===== src/rtl/utopia_rx_cell_receiver.sv =====
// Utopia Level 1 Rx port receiver: requests octets from the PHY and checks the HEC of each 53-byte cell.
// Cells that are accepted are forwarded from a single-cell buffer as a valid/ready byte stream.
module utopia_rx_cell_receiver #(
  parameter logic [7:0] HEC_COSET    = 8'h55,
  parameter bit         DROP_BAD_HEC = 1'b1
) (
  input  logic       clk,
  input  logic       rst,
  input  logic [7:0] Rx_data,
  input  logic       Rx_soc,
  input  logic       Rx_clav,
  output logic       Rx_en,
  output logic [7:0] out_data,
  output logic       out_sop,
  output logic       out_eop,
  output logic       out_err,
  output logic       out_valid,
  input  logic       out_ready,
  output logic [7:0] hec_err_cnt,
  output logic [7:0] runt_cnt
);

  localparam logic [5:0] LAST_IDX  = 6'd52;
  localparam logic [5:0] CELL_LEN  = 6'd53;
  localparam logic [5:0] HEC_IDX   = 6'd4;

  typedef enum logic [1:0] {
    S_HUNT,
    S_RECV,
    S_SEND
  } state_t;

  state_t     r_state;
  state_t     w_state_nxt;

  logic       r_rx_en;
  logic [5:0] r_cnt;
  logic [7:0] r_crc;
  logic       r_bad;
  logic [5:0] r_idx;
  logic [7:0] r_buf [0:52];

  logic [7:0] r_out_data;
  logic       r_out_sop;
  logic       r_out_eop;
  logic       r_out_err;
  logic       r_out_valid;
  logic [7:0] r_hec_err_cnt;
  logic [7:0] r_runt_cnt;

  logic       w_sample;
  logic       w_store;
  logic       w_restart;
  logic       w_runt;
  logic       w_last;
  logic       w_drop;
  logic       w_load_send;
  logic       w_xfer;
  logic       w_send_done;
  logic [5:0] w_wr_idx;
  logic [5:0] w_req;
  logic [5:0] w_idx_inc;
  logic       w_rx_en_nxt;

  // CRC-8, polynomial x^8+x^2+x+1, MSB first
  function automatic logic [7:0] f_crc8(input logic [7:0] crc, input logic [7:0] d);
    logic [7:0] c;
    c = crc ^ d;
    for (int unsigned i = 0; i < 8; i++) begin
      c = c[7] ? ((c << 1) ^ 8'h07) : (c << 1);
    end
    return c;
  endfunction

  // State register
  always_ff @(posedge clk or negedge rst) begin
    if (!rst) begin
      r_state <= S_HUNT;
    end else begin
      r_state <= w_state_nxt;
    end
  end

  // Next-state logic
  always_comb begin
    w_state_nxt = r_state;
    case (r_state)
      S_HUNT: if (w_sample && Rx_soc) w_state_nxt = S_RECV;
      S_RECV: if (w_last) w_state_nxt = w_drop ? S_HUNT : S_SEND;
      S_SEND: if (w_send_done) w_state_nxt = S_HUNT;
      default: w_state_nxt = S_HUNT;
    endcase
  end

  // Output / control decode
  always_comb begin
    w_sample    = ~r_rx_en;
    w_store     = w_sample && ((r_state == S_RECV) || ((r_state == S_HUNT) && Rx_soc));
    w_restart   = w_store && Rx_soc;
    w_runt      = w_sample && Rx_soc && (r_state == S_RECV) && (r_cnt != 6'd0);
    w_last      = w_store && !Rx_soc && (r_state == S_RECV) && (r_cnt == LAST_IDX);
    w_drop      = r_bad && DROP_BAD_HEC;
    w_load_send = w_last && !w_drop;
    w_xfer      = r_out_valid && out_ready;
    w_send_done = (r_state == S_SEND) && w_xfer && (r_idx == LAST_IDX);
    w_wr_idx    = w_restart ? 6'd0 : r_cnt;
    w_idx_inc   = r_idx + 6'd1;
    // Requests already made this cell, including the one being sampled now;
    // Rx_en is registered, so the 53rd request must release it immediately.
    w_req       = w_store ? (w_wr_idx + 6'd1) : r_cnt;
    w_rx_en_nxt = ~(Rx_clav && ((r_state == S_HUNT) ||
                                ((r_state == S_RECV) && (w_req < CELL_LEN))));
  end

  // Cell buffer carries no reset; only bytes written this cell are ever read.
  always_ff @(posedge clk) begin
    if (w_store) begin
      r_buf[w_wr_idx] <= Rx_data;
    end
  end

  always_ff @(posedge clk or negedge rst) begin
    if (!rst) begin
      r_rx_en       <= 1'b1;
      r_cnt         <= '0;
      r_crc         <= '0;
      r_bad         <= 1'b0;
      r_hec_err_cnt <= '0;
      r_runt_cnt    <= '0;
    end else begin
      r_rx_en <= w_rx_en_nxt;

      if (w_last) begin
        r_cnt <= '0;
      end else if (w_store) begin
        r_cnt <= w_wr_idx + 6'd1;
      end

      if (w_restart) begin
        r_crc <= f_crc8('0, Rx_data);
        r_bad <= 1'b0;
      end else if (w_store && (r_cnt < HEC_IDX)) begin
        r_crc <= f_crc8(r_crc, Rx_data);
      end else if (w_store && (r_cnt == HEC_IDX)) begin
        r_bad <= (Rx_data != (r_crc ^ HEC_COSET));
      end

      if (w_runt && (r_runt_cnt != '1)) begin
        r_runt_cnt <= r_runt_cnt + 8'd1;
      end
      if (w_last && r_bad && (r_hec_err_cnt != '1)) begin
        r_hec_err_cnt <= r_hec_err_cnt + 8'd1;
      end
    end
  end

  // Byte 0 is preloaded on the edge that stores byte 52 so out_valid rises one cycle later.
  always_ff @(posedge clk or negedge rst) begin
    if (!rst) begin
      r_out_valid <= 1'b0;
      r_out_data  <= '0;
      r_out_sop   <= 1'b0;
      r_out_eop   <= 1'b0;
      r_out_err   <= 1'b0;
      r_idx       <= '0;
    end else if (w_load_send) begin
      r_out_valid <= 1'b1;
      r_out_data  <= r_buf[0];
      r_out_sop   <= 1'b1;
      r_out_eop   <= 1'b0;
      r_out_err   <= 1'b0;
      r_idx       <= '0;
    end else if ((r_state == S_SEND) && w_xfer) begin
      if (r_idx == LAST_IDX) begin
        r_out_valid <= 1'b0;
        r_out_data  <= '0;
        r_out_sop   <= 1'b0;
        r_out_eop   <= 1'b0;
        r_out_err   <= 1'b0;
        r_idx       <= '0;
      end else begin
        r_idx      <= w_idx_inc;
        r_out_data <= r_buf[w_idx_inc];
        r_out_sop  <= 1'b0;
        r_out_eop  <= (w_idx_inc == LAST_IDX);
        r_out_err  <= (w_idx_inc == LAST_IDX) && r_bad;
      end
    end
  end

  assign Rx_en       = r_rx_en;
  assign out_data    = r_out_data;
  assign out_sop     = r_out_sop;
  assign out_eop     = r_out_eop;
  assign out_err     = r_out_err;
  assign out_valid   = r_out_valid;
  assign hec_err_cnt = r_hec_err_cnt;
  assign runt_cnt    = r_runt_cnt;

endmodule


===== config.mk =====
export PLATFORM = sky130hd
export DESIGN_NAME = utopia_rx_cell_receiver
export DESIGN_NICKNAME = d
export VERILOG_FILES = /design/src/rtl/utopia_rx_cell_receiver.sv
export SDC_FILE = /design/constraint.sdc
export NUM_CORES = 1
export LEC_CHECK = 0
export CAP_MARGIN = 20
export CORE_ASPECT_RATIO = 0.5
export CORE_MARGIN = 1.5
export CORE_UTILIZATION = 65
export DETAILED_ROUTE_END_ITERATION = 10
export GPL_ROUTABILITY_DRIVEN = 0
export PLACE_DENSITY = 0.85
export SETUP_SLACK_MARGIN = 0.15
export SYNTH_ARGS = -nofsm -noshare
export SYNTH_HDL_FRONTEND = slang
export SYNTH_SLANG_ARGS = --single-unit

===== constraint.sdc =====
create_clock -name clk -period 5.6 [get_ports clk]
set_clock_uncertainty 0.15 [all_clocks]
set_input_delay 1.12 -clock clk [delete_from_list [all_inputs] [get_ports clk]]
set_output_delay 1.12 -clock clk [all_outputs]
set_load 0.005 [all_outputs]

* Word level (Yosys, flattened, before mapping) *
Memories as Yosys holds them, arrays and structs flattened.
Index checks and enable logic that the tools add are counted.

word-level totals
  output and inout port bits = 29
  register bits = 52
  word-level logic and storage cells = 135
  bits in writable memories = 424
  memories kept = 1
  input port bits = 13

memory list
  name   words  width  read ports  clocked after Yosys merged registers in  write ports  RTL line  text
  r_buf  53     8      2           0                                        1            41        logic [7:0] r_buf [0:52];

cells by class
  $lt $le $gt $ge = 2
  reductions and logical operators = 34
  multiplexer cells = 48
  equality and inequality tests = 13
  add/sub/neg operators = 4
  bitwise gates (word level) = 20

operators with widths
  cell                                                                    number
  3-bit two-way mux                                                       16
  3-bit inverter                                                          16
  8-bit two-way mux                                                       5
  6-bit two-way mux                                                       6
  1-bit logical AND                                                       21
  6-bit equality test (second input constant)                             3
  8-bit by 1-bit adder with 8-bit output (second input constant)          2
  1-bit two-way mux                                                       16
  8-bit inequality test (second input constant)                           2
  6-bit by 1-bit adder with 6-bit output (second input constant)          2
  2-bit two-way mux                                                       4
  8-bit inequality test                                                   1
  2-bit nonzero test                                                      4
  8-bit XOR                                                               1
  6-bit by 3-bit equality test with 1-bit output (second input constant)  1
  6-bit by 3-bit < comparator with 1-bit output (second input constant)   1
  6-bit < comparator (second input constant)                              1
  2-bit inequality test (second input constant)                           3
  2-bit case mux with 3 select lines                                      1
  6-bit nonzero test                                                      1
  4-bit inverter                                                          1
  2-bit AND reduction                                                     2
  3-bit AND reduction                                                     1
  2-bit by 1-bit equality test with 1-bit output (second input constant)  1
  6 further kinds                                                         9

* Longest topological paths before layout *
  depth after elaboration = 19
  depth in mapped cells = 14
  depth with buffers taken out = 9

* Worst setup path after synthesis *
OpenSTA, ideal clock, no wires.

  kind = input to register
  from = input Rx_soc
  to = register r_rx_en (netlist: Rx_en)
  path buffers = 1
  cell stages on the path = 7
  arrival = 2.987 ns
  setup slack = 2.357 ns
  data required time = 5.345 ns
  setup time = 0.105 ns
  cell sequence = buf_2 -> nor4b_4 -> and2_1 -> nand4_2 -> nor2_1 -> o21ai_0 -> o41ai_1

on the way
  cells in the longest elaborated chain, start to end = 12

RTL lines
  what                                    RTL line  text
  start, declared                         10        input logic Rx_soc,
  1-bit logical AND                       98        w_store = w_sample && ((r_state == S_RECV) || ((r_state == S_HUNT) && Rx_soc));
  1-bit logical OR                        98
  1-bit logical AND                       98
  1-bit logical AND                       99        w_restart = w_store && Rx_soc;
  6-bit two-way mux                       106       w_wr_idx = w_restart ? 6'd0 : r_cnt;
  6-bit by 1-bit adder with 6-bit output  110       w_req = w_store ? (w_wr_idx + 6'd1) : r_cnt;
  6-bit two-way mux *                     --
  6-bit < comparator *                    112       ((r_state == S_RECV) && (w_req < CELL_LEN))));
  1-bit logical AND *                     112
  1-bit logical OR *                      111       w_rx_en_nxt = ~(Rx_clav && ((r_state == S_HUNT) ||
  1-bit logical AND *                     111
  1-bit inverter *                        111
  named net w_rx_en_nxt                   63        logic w_rx_en_nxt;
  end signal, assigned                    131       r_rx_en <= w_rx_en_nxt;
  end, declared                           36        logic r_rx_en;

Mark *: on every way through the listed nets, which the timed path passes. The rest lies on a longest branch.
A chain may end at the register's enable or synchronous reset.

* Final worst setup path *
Ends and elaborated chain as after synthesis.

==> reports/qor.yml <==
synth:
  ys_seq_elements: 476
  syn_nets: 1245
  async_flop_share: 0.109
  synth_edf_count: 424
  yosys_warnings: 0
  yosysSeqAreaShare: 0.709
  post_synth_num_cell_types: 71
  synth_area_per_cell_um2: 16.1
  synth_area_um2: 19800
  synthTopCellsByCount: "edfxtp_1, nand2_1, nor2_1"
  yosys_most_used_dff: "edfxtp_1"
  synth_top_area_frac: 0.643
  synth_area_leaders: "edfxtp_1, mux4_2, dfrtp_1"
  synth_top_area_cell: "edfxtp_1"
  synth.most_common_cell: "edfxtp_1"
  netlist_instances: 1226
layout:
  nets: 1287
  drive_above_1_share: 0.140
  area_delta_synth_final_pct: 10.4
  final_util: 0.742
  final_area_um2: 21900
  stdcell_count: 1691
placed_design:
  portBuffers: 41
  preCtsSetupSlack_ns: 1.12
  postPlaceCellArea_um2: 20500
  dp_cells: 1616
  hpwl_um: 30000
route:
  drt-total-wl_um: 51000
  first_iter_violations: 2355
  wl_per_cell_um: 30.2
  via_per_inst: 7.26
  drc: 2
  postRouteAntennaNets: 0
  first_pass_iters: 9
  vias: 12278
clock_tree:
  cts_sinks: 476
  cts.hold.buffers_added: 0
  insertion_delay_ns: 0.57
  root_buffer: "clkbuf_16"
  htreeDepth: 2
  cts_tree: "yes"
  numCtsBuffers: 40
  clk_path_buf_depth: 3
  post_cts_buffers: 0
  post_cts_resized: 0
  path_clk_slew_ns: 0.06
timing:
  layout_worst_path_cycle_share: 0.773
  finalSetupTns_ns: 0
  slew_viol_final: 0
  setup_ws_ns: 1.27
  setup_violations: 0
  fin_crit_ns: 4.33
  worst_pin_slew_ns: 1.16
  rsz0062_at_grt: "false"
  fmax_ghz: 0.231
  slew-limit-headroom: 0.222
  whs_ns: 0.337
  hold_viol_final: 0
floorplanning:
  rows: 44
  fp.dieArea_um2: 31600
  initial_core_util: 0.672
  die_w_um: 250
  core_region_area_um2: 29500
  ios: 42
  dieHeight_um: 126
global_routing:
  grt_pass1_vias: 12098
  grt_overflow_total: 0
  grt_start_max_net_pins: 57
  grt_pass1_wl_um: 76800
  antenna_found_initial: 2
  grt_usage: 0.333
power_and_ir_drop:
  powerDensity_nw_per_um2: 348
  peakVddDrop_mv: 0.215
  cellLeakagePower_nw: 7.15
  combPwrFrac: 0.085
  finalPower_mw: 7.61
  internal_power_mw: 5.83
  switching_share: 0.233
  power_frac_seq: 0.536
  p_sw_mw: 1.77
  clock_power_share: 0.379
worst_setup_path:
  path_delay_family: "simple AND/OR/NAND/NOR gates"
  crit_type: "in -> reg"
  path_cells: "clkdlybuf4s50_1, nand2_1, nand4_2, nor2_1, o21ai_0, o41ai_1"
  regToRegStartpoint: "r_idx[0]"
  critical_path_buf_inv_count: 1
  cp-startpoint: "Rx_soc"
  cp.required_ns: 5.87
  startpoint_type: "input pin"
  endpoint_kind: "flop"
  critPathMaxFanout: 19
  critical_path.slowest_cell: "nor2_1"
  worstPathArrival_ns: 4.60
  max_stage_delay_ns: 0.75
outcome:
  failed_checks: "DRC"
  outcome: "finished, violations left"
hold_path:
  holdCritStartpoint: "out_eop"
  hp-class: "reg -> reg"
job:
  drv_cap: 0
tightest hold or removal path: stages, from the launching register on:
cell and delay, ns:
dfrtp_1 0.35, nand2_1 0.05, nand2_1 0.05
flip-flops by register name, summed over array words and instances, names as in the netlist:
name,flops
r_buf,424
hec_err_cnt,8
out_data,8
r_crc,8
runt_cnt,8
r_cnt,6
r_idx,6
r_state,2
Rx_en,1
out_eop,1
out_err,1
out_sop,1
out_valid,1
r_bad,1
layout make-up:
class	instances	area, um2
Multi-Input combinational cell	673	5390
Clock buffer	57	1150
Clock inverter	16	179
Tap cell	391	489
Inverter	14	52.6
Sequential cell	476	14000
Timing Repair Buffer	63	567
Fill cell	1557	7590
Antenna cell	1	2.50
path summary, 6_finish.rpt:
check                              end  slack (ns)  cells after the start
max reg2reg                out_data[7]        1.37                      8
min in group asynchronous  runt_cnt[7]        0.54                      2
min                            out_eop        0.34                      2
max                              Rx_en        1.27                      6
min reg2reg                    out_eop        0.34                      2
max in group asynchronous     r_idx[0]        4.21                      2
cells by family after synthesis:
family | share of synthesized area
AOI/OAI and AO/OA | 0.0490
DFF | 0.709
and+or+nand+nor | 0.0812
xor gates and xnor gates | 0.0266
muxes | 0.110
adders and majority gates | 0.00379
buffers and inverters | 0.0201
power groups by stage:
stage / logic, mW / clock network, mW / registers (mW)
finish: 0.649 / 2.88 / 4.08
global route: 0.697 / 3.02 / 4.08
CTS: 0.634 / 2.88 / 4.07
floorplan: 0.420 / 0 / 4.10
global placement: 0.587 / 0 / 4.14
detailed placement: 0.619 / 0 / 4.14
layer usage:
| metal | track usage | share of wire |
|---|---|---|
| met1 | 0.453 | 0.36 |
| met3 | 0.114 | 0.14 |
| met4 | 0.146 | 0.050 |
| met2 | 0.499 | 0.45 |
| met5 | 0 | 0.00025 |
cell usage in the layout, fill, tap and decap left out, types with 10 or more instances in the layout:
cell and instances:
buf_4 18, mux4_2 76, o21ai_0 39, xnor2_1 32
nor2_1 103, edfxtp_1 424, a21oi_1 21, nor2b_1 11
xor2_1 24, nand2_1 129, clkdlybuf4s50_1 32, nand3_1 45
a31oi_1 14, inv_1 13, clkbuf_16 41, mux2i_1 24
nand2b_1 10, nor3_1 10, dfrtp_1 50, clkbuf_1 10
Power figures use the tool's default switching activity.
